$ cat config.mk
export PLATFORM = sky130hd
export DESIGN_NAME = alu_op_sequencer
export DESIGN_NICKNAME = d
export VERILOG_FILES = /design/src/rtl/alu_op_sequencer.sv
export SDC_FILE = /design/constraint.sdc
export NUM_CORES = 1
export LEC_CHECK = 0
export CORE_MARGIN = 10
export CORE_UTILIZATION = 47
export CTS_CLUSTER_DIAMETER = 30
export DETAILED_ROUTE_END_ITERATION = 10
export GPL_TIMING_DRIVEN = 0
export PLACE_DENSITY = 0.95
export SKIP_LAST_GASP = 1
export SYNTH_ARGS = -nofsm -noshare
export SYNTH_HDL_FRONTEND = slang
export SYNTH_SLANG_ARGS = --single-unit
export TNS_END_PERCENT = 100
$ cat constraint.sdc
create_clock -name clk -period 3.8 [get_ports clk]
set_input_delay 0.57 -clock clk [delete_from_list [all_inputs] [get_ports clk]]
set_output_delay 0.57 -clock clk [all_outputs]
set_load 0.03 [all_outputs]
$ cat src/rtl/alu_op_sequencer.sv
// Command front-end for the 8-bit ALU: issues operands under chip select, waits a
// programmable settle window, captures the result and returns it on a response channel.
module alu_op_sequencer #(
    parameter int WIDTH         = 8,
    parameter int SETTLE_CYCLES = 1
) (
    input  logic             clk,
    input  logic             rst,
    input  logic             cmd_valid,
    output logic             cmd_ready,
    input  logic [1:0]       cmd_opcode,
    input  logic [WIDTH-1:0] cmd_a,
    input  logic [WIDTH-1:0] cmd_b,
    input  logic             cmd_use_acc,
    input  logic             acc_clr,
    output logic             rsp_valid,
    input  logic             rsp_ready,
    output logic [WIDTH-1:0] rsp_data,
    output logic             rsp_zero,
    output logic [WIDTH-1:0] acc,
    output logic             busy,
    output logic             alu_cs_n,
    output logic [1:0]       alu_opcode,
    output logic [WIDTH-1:0] alu_data1,
    output logic [WIDTH-1:0] alu_data2,
    input  logic [WIDTH-1:0] alu_result
);

    // state | meaning
    // IDLE  | ready for a command, ALU deselected
    // ISSUE | operands driven, alu_cs_n low, settle counter running
    // RESP  | result held on rsp_data until the consumer takes it
    typedef enum logic [1:0] {
        IDLE  = 2'd0,
        ISSUE = 2'd1,
        RESP  = 2'd2
    } state_t;

    state_t     state;
    logic [3:0] settle_cnt;

    always_ff @(posedge clk or posedge rst) begin
        if (rst) begin
            state      <= IDLE;
            settle_cnt <= 4'd0;
            cmd_ready  <= 1'b1;
            rsp_valid  <= 1'b0;
            rsp_data   <= '0;
            rsp_zero   <= 1'b0;
            acc        <= '0;
            busy       <= 1'b0;
            alu_cs_n   <= 1'b1;
            alu_opcode <= 2'b00;
            alu_data1  <= '0;
            alu_data2  <= '0;
        end else begin
            // Capture below is written later so it overrides a coincident clear.
            if (acc_clr)
                acc <= '0;
            case (state)
                IDLE: begin
                    if (cmd_valid && cmd_ready) begin
                        alu_opcode <= cmd_opcode;
                        alu_data1  <= cmd_use_acc ? acc : cmd_a;
                        alu_data2  <= cmd_b;
                        alu_cs_n   <= 1'b0;
                        settle_cnt <= 4'(SETTLE_CYCLES);
                        cmd_ready  <= 1'b0;
                        busy       <= 1'b1;
                        state      <= ISSUE;
                    end
                end
                ISSUE: begin
                    if (settle_cnt != 4'd0) begin
                        settle_cnt <= settle_cnt - 4'd1;
                    end else begin
                        rsp_data  <= alu_result;
                        acc       <= alu_result;
                        rsp_zero  <= (alu_result == '0);
                        alu_cs_n  <= 1'b1;
                        rsp_valid <= 1'b1;
                        state     <= RESP;
                    end
                end
                RESP: begin
                    if (rsp_ready) begin
                        rsp_valid <= 1'b0;
                        cmd_ready <= 1'b1;
                        busy      <= 1'b0;
                        state     <= IDLE;
                    end
                end
                default: state <= IDLE;
            endcase
        end
    end

endmodule

==> summary.md, run 1 <==
Buffers inserted to repair hold after CTS numbered 0. The switching share of power works out to 0.2236. The tools report the cell at the root of the clock tree as sky130_fd_sc_hd__clkbuf_8. The die is 83.89 um wide. Yosys mapped a number of flops with a built-in enable equal to 0. The critical path depth in cells came out at 1. The run finished with clean final reports. The largest single stage delay on the critical path is 0.69 ns.

Among all flip-flop cells after synthesis, the most frequent one is sky130_fd_sc_hd__dfrtp_1. Once placement completed, the tool counted placed cells totaling 273. The total of flip-flops plus latches after synthesis came out at 45. The async set or reset register ratio after synthesis is 1.000. The clock input transition at the sequential cells of the worst setup and hold paths came out at 0.09 ns. The final non-filler cell total is 281. The sum of negative setup slack came out at 0 ns. The min-delay analysis places its worst path in the category in2async.

For the via count of the first global-routing pass, the log shows 1599. The clock network fraction of design power was 0.351. The post-DP HPWL is 3660 um, and the remaining antenna violation count is 0.

In this run the post-CTS setup repair buffer count came out at 0. TritonCTS built the clock tree. Final hold analysis gives a worst-case slack of 0.4392 ns. The run gives 1.289 nW as the static leakage power. The internal portion of the total power is 0.6391 mW. In this run the standard cell core region covers 3971 um2. The number of buffer and inverter stages on the critical path came out at 1. Critical register-to-register path startpoint: settle_cnt[0]. The routed design has 4695 um of wire. For the finished layout, the period the worst path requires is 2.145 ns.

Entering global routing, the biggest net connects 45 pins. The run gives 0 as the final hold violation count. The critical path goes through clkdlybuf4s50_1.

The proportion of layout cells with a drive suffix above 1 was 0.1861. The number of clock buffers added by TritonCTS is 5. The number of cells produced by synthesis came out at 153. The initial antenna violation count came out at 0.

The critical path starts at cmd_ready. The run gives 0 as the total number of yosys warnings. Compared with the post-synthesis result, the final layout area differs by 44.81%. The overall via count from detail_route was 1459; the worst slack at placement was 1.689 ns. In this run the vertical extent of the chip is 83.89 um. The library cell used most frequently in the layout, excluding fill and tap cells, is sky130_fd_sc_hd__clkdlybuf4s50_1. The effective utilization at floorplan was 0.4830; the timing-limited maximum frequency was 466.2 MHz.

The analysis attributes to net switching a power of 0.1841 mW. The congestion estimate from routability-driven global placement came to 0.8291. The clock latency on the worst-skew pair is 0.30 ns.

For the worst flop-to-flop path, the logic depth is 5. For the number of resized instances in the post-cts repair step, the log shows 0. Grouping stages by cell kind, the critical path spends the most delay in buffers and inverters. CTS saw 45 sinks.

The average wire length per cell after detail routing is 16.71 um. Among all stages on the critical path, the largest delay is contributed by sky130_fd_sc_hd__clkdlybuf4s50_1. For the total iterations of the first detailed-routing run, the log shows 4.

Share of the yosys chip area belonging to registers: 0.5884. For the logic gate share of total power, the log shows 0.068. Maximum vdd ir drop: 0.2854 mV. Number of endpoints failing setup at the final stage: 0.

The number of maximum-capacitance constraint violations was 0; the power density over the cells was 296.4 nW/um2. The clock passes through at most 2 buffers. The critical path is of the reg2out type.

In the layout the commonest cells are sky130_fd_sc_hd__clkdlybuf4s50_1, sky130_fd_sc_hd__dfrtp_1, sky130_fd_sc_hd__mux2_2. At the pin with the least slew margin, the transition time is 0.6128 ns. The portion of the clock cycle consumed by the worst path in the final layout is 0.5644. The number of nets handed over by synthesis was 187. The number of inserted diodes is 0, and the post-synthesis cell type count is 31.

The number of top-level pins came out at 71. Aggregate global-route resource usage: 0.1310. Data on the critical path is required at its endpoint by 3.23 ns. Once routing completed, OpenROAD measured the worst setup slack at 1.655 ns.

For the final cell utilization of the core, the log shows 0.6994. The count of pins over their slew limit came out at 0. STA classifies the critical path startpoint as a flop.

Using the TritonRoute via totals, the vias-per-cell ratio works out to 5.192. The tools report the nature of the critical path endpoint as an output pin. A synthesized cell averages 12.54 um2. The logs give 0.5914 for the remaining max-slew budget at the tightest pin and 1.57 ns for the endpoint arrival time on the critical path. For the CTS H-tree depth, the log shows 2.

The DRC marker count from the first detailed-route iteration is 81, and the top fanout value on the critical path is 6. Setup repair after global routing left no endpoint under its margin. The cell area that synthesis handed to floorplanning was 1918 um2. Number of port buffers: 69. The final layout contains 264 nets. In the routed design, unresolved DRC markers number 0.

The floorplan row count is 23, and the fraction of power consumed by sequential logic is 0.581. The final setup skew was 0.01034 ns; the first-pass GRT wire length was 7693 um. The floorplan step defined a die boundary enclosing 7037 um2.

Summed over all layers, the global routing overflow is 0.
==> cells in the mapped netlist (all sizes together) (2+ instances only) <==
cell type | number | area, um2
a22o | 8 | 70.07
a21o | 3 | 22.52
buf | 7 | 36.28
a21oi | 14 | 73.82
ha | 2 | 25.02
o21ai | 5 | 25.02
nor2 | 11 | 41.29
dfrtp | 43 | 1076
nor3 | 2 | 15.01
mux2 | 18 | 202.7
dfstp | 2 | 52.55
nand2b | 4 | 25.02
mux2i | 9 | 90.09
inv | 10 | 37.54
nor4 | 2 | 12.51
and4bb | 2 | 25.02
==> flip-flops by register name, indices dropped and copies added (netlist names) <==
signal	flops
settle_cnt	4
alu_data2	8
rsp_zero	1
alu_cs_n	1
rsp_data	8
rsp_valid	1
alu_opcode	2
busy	1
alu_data1	8
acc	8
cmd_ready	1
state	2
==> layout make-up <==
cell class / instances / area (um2)
Inverter: 10 / 37.54
Buffer: 7 / 36.28
Tap cell: 50 / 62.56
Multi-Input combinational cell: 91 / 715.7
Sequential cell: 45 / 1129
Clock inverter: 3 / 17.52
Timing Repair Buffer: 70 / 710.7
Fill cell: 299 / 1194
Clock buffer: 5 / 68.82
==> power by group through the flow <==
stage	Clock [mW]	Sequential (mW)	Combinational [mW]
after floorplan	0	0.488	0.0155
after global placement	0	0.488	0.0524
after detailed placement	0	0.488	0.0563
after CTS	0.297	0.478	0.0567
after global routing	0.317	0.479	0.0605
final	0.289	0.478	0.0558
==> logic make-up after synthesis <==
group | after synthesis | synth area share
and+or+nand+nor | 28 | 0.09067
buffers and inverters | 17 | 0.03849
AOI/OAI and AO/OA | 34 | 0.1168
adders and majority gates | 2 | 0.01304
DFF | 45 | 0.5884
muxes | 27 | 0.1526
==> path summary, 6_finish.rpt <==
check / end / slack (ns)
max: cmd_ready / 1.66
min: rsp_data[1] / 0.44
max reg2reg: acc[6] / 1.99
min reg2reg: alu_data2[5] / 0.51
max in group asynchronous: alu_cs_n / 2.91
min in group clk: alu_data2[5] / 0.51
==> routing by layer <==
metal | routed length [um] | track usage | share of wire
met2 | 2297 | 0.2237 | 0.49
met5 | 0 | 0 | 0
met3 | 434 | 0.06836 | 0.092
met1 | 1954 | 0.1400 | 0.42
met4 | 8 | 0.02892 | 0.0017
==> stage by stage <==
stage | area (um2) | total power [mW]
6_report | 2778 | 0.8232
5_1_grt | 2778 | 0.8555
4_1_cts | 2778 | 0.8318
3_5_place_dp | 2691 | 0.5442
3_3_place_gp | 2671 | 0.5404
2_1_floorplan | 1918 | 0.5035
Note: power is estimated with default switching activity, not from simulation.
==> inputs of run 2 (changes only) <==
--- a/config.mk
+++ b/config.mk
@@ -6,11 +6,11 @@
 export NUM_CORES = 1
 export LEC_CHECK = 0
 export CORE_MARGIN = 10
-export CORE_UTILIZATION = 47
+export CORE_UTILIZATION = 44
 export CTS_CLUSTER_DIAMETER = 30
 export DETAILED_ROUTE_END_ITERATION = 10
 export GPL_TIMING_DRIVEN = 0
-export PLACE_DENSITY = 0.95
+export PLACE_DENSITY = 0.9
 export SKIP_LAST_GASP = 1
 export SYNTH_ARGS = -nofsm -noshare
 export SYNTH_HDL_FRONTEND = slang
==> constraint.sdc (replaced) <==
create_clock -name clk -period 2.05 [get_ports clk]
set_input_delay 0.3075 -clock clk [delete_from_list [all_inputs] [get_ports clk]]
set_output_delay 0.3075 -clock clk [all_outputs]
set_load 0.03 [all_outputs]
==> run 2 against run 1 <==
Cell area is 0.81% higher. Non-clock buffer count stayed put. Wire length is 0.58% lower. Combinational power is 88% higher. Clock skew is 0.0053 ns lower. Largest cell class unchanged. Sequential power is 86% higher. First-iteration DRC count is 8.6% higher.
==> summary.md, run 2 (same netlist as run 1, synthesis figures left out) <==
The flow ran to the end, and the final reports show no timing, DRC or antenna violations. The tools report the number of inserted diodes as 0. The first routing iteration left 88 violations. The run gives 0.8047 as the weighted congestion at the end of routability-driven global placement. The H-tree was split into 2 levels.

The critical path depth in cells is 1. Walking the worst path, the cells encountered are clkdlybuf4s50_1. The number of cell instances on the worst register-to-register path was 5. Setup repair after global routing left no endpoint under its margin.

Counting every sink on the clock net gives 45. The tools report the die area as 7400 um2. Data on the critical path is required at its endpoint by 1.74 ns. For this design the total switching power over the nets is 0.3356 mW. The final hold violation count was 0; the endpoint arrival time on the critical path was 1.58 ns. The kind of cell with the highest combined delay on the critical path was buffers and inverters. In this run the worst setup path terminates at cmd_ready. Static timing analysis puts the maximum clock frequency at 530.9 MHz. The first global-routing pass estimated 7679 um of wire. Summing over every cut layer, the via total after detailed routing is 1451.

TritonCTS built the clock tree. Critical path's slowest cell: sky130_fd_sc_hd__clkdlybuf4s50_1. The switching share of power was 0.2110. The delay of the slowest critical-path stage was 0.69 ns; the final non-filler cell total was 281. In the detailed route, the total length drawn on met2 is 2161 um. The proportion of layout cells with a drive suffix above 1 was 0.1861; the clock input transition at the sequential cells of the worst setup and hold paths was 0.08 ns. In the layout the commonest cells are sky130_fd_sc_hd__clkdlybuf4s50_1, sky130_fd_sc_hd__dfrtp_1, sky130_fd_sc_hd__mux2_2. The setup check on the worst reg-to-reg path leaves a slack of 0.30 ns. STA classifies the critical path startpoint as a flop.

The category of the most critical setup path was reg2out. The highest layer touched by signal routing is met4. The worst slack at placement was 0.2224 ns; the total instance count after detailed placement was 273. In this run the static leakage power is 1.303 nW.

The worst hold path belongs to the class in2async. In this run the vertical extent of the chip is 86.03 um. For the final database, setup skew stands at 0.005030 ns.

The tools report the via count of the first global-routing pass as 1546. The worst-case IR drop observed on VDD is 0.4817 mV. Number of top-level pins: 71. The run gives 2800 um2 as the post-route standard cell area excluding fillers.

The logs give 2699 um2 for the placement-stage cell area and 2 for the largest buffer count on any clock path. Counting I/O delays and the setup requirement, the final critical path takes 1.884 ns. The floorplan has 23 rows. After detailed routing, the number of remaining DRC violations is 0.

For the logic gate share of total power, the log shows 0.066. Area overhead of the layout relative to synthesis: 45.99%. The clock reaches the later pin of the worst-skew pair after 0.30 ns.

For the pin with the worst max-slew slack, the measured transition is 0.5816 ns. For the initial antenna violation count, the log shows 0. In the final design database the tool counted 264 nets. Critical register-to-register path endpoint: acc[0]. The internal power of the cells totals 1.255 mW.

In this run the worst path has a maximum fanout of 6. Leaving out fill and tap cells, the most frequent cell in the layout is sky130_fd_sc_hd__clkdlybuf4s50_1. The number of buffer and inverter stages on the critical path came out at 1. The portion of the clock cycle consumed by the worst path in the final layout is 0.9188. The tools report the clock network fraction of design power as 0.377. The tool flagged a number of max-cap violations equal to 0.

For the remaining max-slew budget at the tightest pin, the log shows 0.6123. Setup violations remaining at the end of the flow were counted as 0. The tools report the fraction of power consumed by sequential logic as 0.558.

CTS placed an instance of sky130_fd_sc_hd__clkbuf_8 at the clock tree root. The number of setup buffers added after CTS is 0. The first detailed-routing pass took 4 iterations.

Setup slack on the critical path of the routed design comes to 0.1664 ns. The count of pins over their slew limit was 0; the worst hold margin was 0.3528 ns. The die width was 86.03 um. The tools report the routed wire length as 4668 um. Post-DP HPWL: 3665 um. The number of port buffers is 69, and the aggregate global-route resource usage is 0.1292. The detailed router put a total of 1962 um of wire on met1. The number of resized instances in the post-cts repair step came out at 0. STA classifies the critical path endpoint as an output pin. The tools report the maximum number of pins on one net before global-route repair as 24.

The tools report the effective utilization at floorplan as 0.4661. After detailed routing, the met3 layer carries 488 um of wire. The average wire length per cell after detail routing came out at 16.61 um. After global routing the overflow that remains totals 0.

The tools report the worst setup path startpoint as cmd_ready. Using the TritonRoute via totals, the vias-per-cell ratio works out to 5.164. Adding up every negative setup slack in the final design gives 0 ns.

The total area inside the core boundary comes to 4115 um2. Critical register-to-register path startpoint: settle_cnt[0]. The remaining antenna violation count was 0; the number of buffers inserted by hold repair at cts was 0.

Power density over the cells: 568.0 nW/um2. Buffers inserted during clock tree synthesis total 5.
run 2: cell count changes in the layout (fill, tap and decap cells not counted):
cell,change
sky130_fd_sc_hd__buf_12,-1
sky130_fd_sc_hd__buf_16,+1
sky130_fd_sc_hd__clkbuf_8,+2
sky130_fd_sc_hd__clkinvlp_4,-1
sky130_fd_sc_hd__clkinv_2,-1
run 2: through the flow:
stage	total power [mW]	util
2_1_floorplan	0.9333	-
3_5_place_dp	1.010	0.6558
5_1_grt	1.652	0.6805
6_report	1.591	0.6805
4_1_cts	1.605	0.6805
3_3_place_gp	1.002	0.6491
run 2: final cells by class:
type,instances,area (um2)
Clock inverter,1,5.005
Clock buffer,7,96.34
Multi-Input combinational cell,91,715.7
Sequential cell,45,1129
Timing Repair Buffer,70,718.2
Inverter,10,37.54
Fill cell,301,1315
Buffer,7,36.28
Tap cell,50,62.56
run 2: layer usage:
| layer | GRT usage | up-vias |
|---|---|---|
| li1 | - | 695 |
| met1 | 0.1469 | 699 |
| met2 | 0.2001 | 52 |
| met3 | 0.07663 | 5 |
| met4 | 0.03593 | 0 |
| met5 | 0 | - |
run 2: worst min path at each step:
stage                       start       endpoint  slack (ns)  cells after the start
global route                  rst    rsp_data[7]        0.40                      2
detailed placement  alu_opcode[0]  alu_opcode[0]        0.50                      1
global placement    alu_opcode[0]  alu_opcode[0]        0.49                      1
finish                        rst    rsp_data[7]        0.35                      2
floorplan           alu_result[6]         acc[6]        0.45                      1
CTS                           rst  settle_cnt[3]        0.37                      2
run 2: power groups by stage:
stage          Combinational (mW)  Clock [mW]  Sequential (mW)
6_report                    0.105       0.599            0.887
5_1_grt                     0.115       0.650            0.887
4_1_cts                     0.106       0.611            0.887
3_5_place_dp                0.106           0            0.904
3_3_place_gp               0.0974           0            0.905
2_1_floorplan              0.0288           0            0.905
